==> src/rtl/l2_cache_control.sv <==
// L2 cache controller FSM: hit/miss handling, dirty-victim writeback,
// line allocation from physical memory, saturating miss/writeback counters.
//
// state     | meaning
// ----------+-------------------------------------------------------------
// IDLE      | waiting for an upstream read or write request
// CHECK     | tag compare result is valid; complete on hit, pick victim on miss
// WRITEBACK | writing the dirty victim line back to physical memory
// ALLOCATE  | reading the missing line from physical memory into the victim way
module l2_cache_control #(
  parameter int CNT_W = 16
) (
  input  logic             clk,
  input  logic             rst,
  input  logic             mem_read,
  input  logic             mem_write,
  input  logic             hit,
  input  logic [2:0]       hit_way,
  input  logic [2:0]       lru_way,
  input  logic             victim_dirty,
  input  logic             pmem_resp,
  output logic             mem_resp,
  output logic             pmem_read,
  output logic             pmem_write,
  output logic [3:0]       pmem_addr_mux_sel,
  output logic             data_in_mux_sel,
  output logic [1:0]       data_write_en_mux_sel,
  output logic [2:0]       way_sel,
  output logic             load_tag,
  output logic             load_valid,
  output logic             set_dirty,
  output logic             clear_dirty,
  output logic             lru_update,
  output logic [CNT_W-1:0] miss_cnt,
  output logic [CNT_W-1:0] wb_cnt
);

  typedef enum logic [1:0] {IDLE, CHECK, WRITEBACK, ALLOCATE} state_t;

  localparam logic [3:0] ADDR_CPU      = 4'd0;
  localparam logic       DIN_CACHELINE = 1'b0;
  localparam logic       DIN_BUS       = 1'b1;
  localparam logic [1:0] WEN_IDLE      = 2'd0;
  localparam logic [1:0] WEN_LOAD_MEM  = 2'd1;
  localparam logic [1:0] WEN_CPU_WRITE = 2'd2;

  localparam logic [CNT_W-1:0] CNT_MAX = '1;

  state_t     state;
  logic       op_write;
  logic [2:0] victim;
  // Set once a line has been refilled so the re-check is not counted as a new miss.
  logic       refill;

  // State transitions, request/victim latching and saturating counters.
  always_ff @(posedge clk) begin
    if (rst) begin
      state    <= IDLE;
      op_write <= 1'b0;
      victim   <= 3'd0;
      refill   <= 1'b0;
      miss_cnt <= '0;
      wb_cnt   <= '0;
    end else begin
      case (state)
        IDLE: begin
          if (mem_read || mem_write) begin
            op_write <= mem_write;
            refill   <= 1'b0;
            state    <= CHECK;
          end
        end
        CHECK: begin
          if (hit) begin
            state <= IDLE;
          end else begin
            victim <= lru_way;
            if (!refill && (miss_cnt != CNT_MAX))
              miss_cnt <= miss_cnt + 1'b1;
            state <= victim_dirty ? WRITEBACK : ALLOCATE;
          end
        end
        WRITEBACK: begin
          if (pmem_resp) begin
            if (wb_cnt != CNT_MAX)
              wb_cnt <= wb_cnt + 1'b1;
            state <= ALLOCATE;
          end
        end
        ALLOCATE: begin
          if (pmem_resp) begin
            refill <= 1'b1;
            state  <= CHECK;
          end
        end
        default: state <= IDLE;
      endcase
    end
  end

  // Datapath control decode; forced to defaults while reset is asserted so an
  // aborted memory transfer cannot emit a strobe in the reset cycle.
  always_comb begin
    mem_resp              = 1'b0;
    pmem_read             = 1'b0;
    pmem_write            = 1'b0;
    pmem_addr_mux_sel     = ADDR_CPU;
    data_in_mux_sel       = DIN_CACHELINE;
    data_write_en_mux_sel = WEN_IDLE;
    way_sel               = 3'd0;
    load_tag              = 1'b0;
    load_valid            = 1'b0;
    set_dirty             = 1'b0;
    clear_dirty           = 1'b0;
    lru_update            = 1'b0;
    if (!rst) begin
      case (state)
        CHECK: begin
          if (hit) begin
            mem_resp   = 1'b1;
            lru_update = 1'b1;
            way_sel    = hit_way;
            if (op_write) begin
              data_write_en_mux_sel = WEN_CPU_WRITE;
              data_in_mux_sel       = DIN_BUS;
              set_dirty             = 1'b1;
            end
          end
        end
        WRITEBACK: begin
          pmem_write        = 1'b1;
          pmem_addr_mux_sel = {1'b0, victim} + 4'd1;
          way_sel           = victim;
          clear_dirty       = pmem_resp;
        end
        ALLOCATE: begin
          pmem_read         = 1'b1;
          pmem_addr_mux_sel = ADDR_CPU;
          way_sel           = victim;
          if (pmem_resp) begin
            data_write_en_mux_sel = WEN_LOAD_MEM;
            data_in_mux_sel       = DIN_CACHELINE;
            load_tag              = 1'b1;
            load_valid            = 1'b1;
            clear_dirty           = 1'b1;
          end
        end
        default: ;
      endcase
    end
  end

endmodule

==> config.mk <==
export PLATFORM = sky130hd
export DESIGN_NAME = l2_cache_control
export DESIGN_NICKNAME = d
export VERILOG_FILES = /design/src/rtl/l2_cache_control.sv
export SDC_FILE = /design/constraint.sdc
export NUM_CORES = 1
export LEC_CHECK = 0
export ABC_AREA = 1
export CORE_MARGIN = 8
export CORE_UTILIZATION = 45
export DETAILED_ROUTE_END_ITERATION = 16
export HOLD_SLACK_MARGIN = 0.06
export PLACE_DENSITY = 0.74
export SETUP_SLACK_MARGIN = 0.1
export SLEW_MARGIN = 20
export SYNTH_ARGS = -nofsm -noshare
export SYNTH_HDL_FRONTEND = slang
export SYNTH_SLANG_ARGS = --single-unit
export TNS_END_PERCENT = 100
==> constraint.sdc <==
create_clock -name clk -period 1.75 [get_ports clk]
set_input_delay 0.175 -clock clk [delete_from_list [all_inputs] [get_ports clk]]
set_output_delay 0.175 -clock clk [all_outputs]
set_load 0.05 [all_outputs]
==> flow_summary.toml <==
[setup_path]
critPathLaunchType = "flop"
end_kind = "primary output"
path_max_fanout = 5
slowest_delay_ns = 0.40
crit_arrival_ns = 1.47
rrSetupSlack_ns = 0.17
critPathBufInv = 2
path_class = "flop to primary output"
path_cells = "inv_4 -> ha_2 -> or2_4 -> a21oi_4 -> buf_12"
worstPathRequired_ns = 1.57
crit_family = "flip-flops"
cp_slowest_cell = "dfxtp_4"

[worst_hold_path]
hold_path_class = "flop to flop"

[sta]
slew_headroom = 0.651
report.final.slew_viol_count = 0
final-hold-violation-count = 0
period_needed_ns = 1.64
fin_skew_ns = 0.00369
post-route-period-util = 0.940
setup_violations = 0
max_freq_mhz = 608
tightest_slew_ns = 0.522
grt_setup_unrepaired = "yes"

[yosys]
synth_xor_area_frac = 0.0283
synth_top_family_by_area = "simple AND/OR/NAND/NOR gates"
synthTopCellsByArea = "dfxtp_1, nand2_1, nor2_1"
synth-compound-area-share = 0.0944
synth_mux_area_frac = 0
synth_ff_type = "dfxtp_1"
yosys.area_share.simple = 0.422
synth.most_common_cell = "nand2_1"
ys_top_cells_by_count = "nand2_1, nor2_1, inv_1, dfxtp_1, nand3_1"
synthCells = 401
synth_top_area_cell = "dfxtp_1"
synth_top_area_frac = 0.315
syn_area_um2 = 2480
synthDistinctLibCells = 29
synth-edff-count = 0
synthAdderAreaFrac = 0.0404
ys_warn_count = 0
postSynthAreaPerCell_um2 = 6.18
yosysSeqAreaShare = 0.315
syn-num-nets = 422
synth-seq-cells = 39
async_flop_share = 0

[layout]
multi_input_area_um2 = 1640
layoutNonFillerInstCount = 553
num-nets-final = 501
seq_area_um2 = 827
post-route-util = 0.705
n_fill_cell = 450
drive_above_1_share = 0.279
diodes = 0
syn_to_final_growth_pct = 53.8

[grt]
grt_pass1_vias = 2689
grt_antenna_before_repair = 0
overflow = 0
grt_max_degree = 16
globalRouteTotalUtil = 0.174
grt_pass1_wl_mm = 12.1

[floorplan]
die_area_um2 = 8140
fp.dieW_um = 90.2
rows = 27
core-area_um2 = 5410
ios = 63
start_util = 0.458
die_y_um = 90.2

[power_and_ir_drop]
seq_power_share = 0.344
combPwrFrac = 0.369
powerDensity_nw_per_um2 = 826
p_clk_frac = 0.287
p_sw_frac = 0.357
vdd_drop_max_mv = 0.442
internal_power_w = 0.00202
p_sw_w = 0.00112
leakage_nw = 1.63

[clock_tree]
clock-sinks = 39
tritoncts = "done"
cts_hold_repair.buffers = 0
htreeDepth = 2
cts-root-buf = "clkbuf_8"
numCtsBuffers = 5
clkTransAtPathRegs_ns = 0.08
clockBufferDepth = 2
insertion_delay_ns = 0.29

[detailed_routing]
drtIter0Drc = 149
ant_nets = 0
routed_wl_mm = 7.21
firstDrtPassIters = 4
drc = 0
routedWlPerCell_um = 13.0
via_count = 2798
via_per_inst = 5.06

[placed_design]
dp_cells = 536
gp_congestion = 0.847
hpwlAfterDp_mm = 5.32
io_buffer_count = 62

[job]
max-cap-violations = 0

[status]
status = "finished, final reports clean"
-- state kept, by name, indices dropped and copies added, names as in the netlist --
| signal | flops |
|---|---|
| state | 2 |
| refill | 1 |
| wb_cnt | 16 |
| miss_cnt | 16 |
| op_write | 1 |
| victim | 3 |
-- power by group through the flow --
stage	clock network [W]	logic (W)	registers (W)
after global routing	0.000962	0.00126	0.00110
after detailed placement	0	0.000999	0.00108
after floorplan	0	0.000611	0.00115
after global placement	0	0.000987	0.00108
after CTS	0.000925	0.00111	0.00108
final	0.000904	0.00116	0.00108
-- timing repair --
item	CTS	global route
gates cloned	1	1
resized for setup	35	28
setup buffers	6	1
pin swaps	3	7
endpoints found under the setup margin	33	43
endpoints found under the hold margin	0	0
-- cell type report --
cell class                      count  share of cell area
Multi-Input combinational cell    305               0.430
Timing Repair Buffer               85               0.247
Sequential cell                    39               0.217
Inverter                           44              0.0466
Tap cell                           72              0.0236
Clock buffer                        5              0.0181
Clock inverter                      3              0.0177
-- cells in the final DEF, fill, tap and decap left out, types with 12 or more instances in the layout --
cell and n:
dfxtp_2 19, inv_1 36, nand2_1 126, nor2_1 64
buf_4 28, clkdlybuf4s50_1 12, dlygate4sd2_1 20, dfxtp_1 14
nand3_1 25, buf_12 17
-- metrics by stage --
stage	setup TNS [ns]	hold slack, ns	total power [W]	instance area (µm²)	setup slack [ns]
3_3_place_gp	0	0.464	0.00207	3490	0.122
5_1_grt	0	0.483	0.00331	3810	0.0280
3_5_place_dp	0	0.472	0.00208	3490	0.0523
6_report	0	0.485	0.00315	3810	0.105
2_1_floorplan	-0.282	0.310	0.00176	2620	-0.169
4_1_cts	0	0.478	0.00311	3720	0.0862
-- per-layer routing --
layer / wire length, µm / up-vias / global-route usage
met5: 0 / - / 0
met4: 97 / 0 / 0.0499
met3: 387 / 12 / 0.0416
met2: 3630 / 80 / 0.313
met1: 3090 / 1285 / 0.198
li1: - / 1421 / -
-- kinds of logic (layout without fill, tap and decap cells) --
kind of cell | Yosys count | after routing
simple gates | 252 | 252
compound gates | 37 | 37
flops | 39 | 39
fa+ha+maj | 8 | 8
xor+xnor | 8 | 8
buf+inv | 57 | 137
-- worst paths after layout --
path                            cells after the start      start    endpoint
worst max-delay path                                5   state[1]  way_sel[2]
worst min-delay path                                2   op_write    op_write
worst max register to register                     11  wb_cnt[0]   wb_cnt[3]
worst min register to register                      2   op_write    op_write
-- worst min-delay path, stage by stage (launching register included) --
cell and delay [ns]:
dfxtp_1 0.33, nand2_1 0.06, a21oi_1 0.05
(Power assumes the default switching activity.)
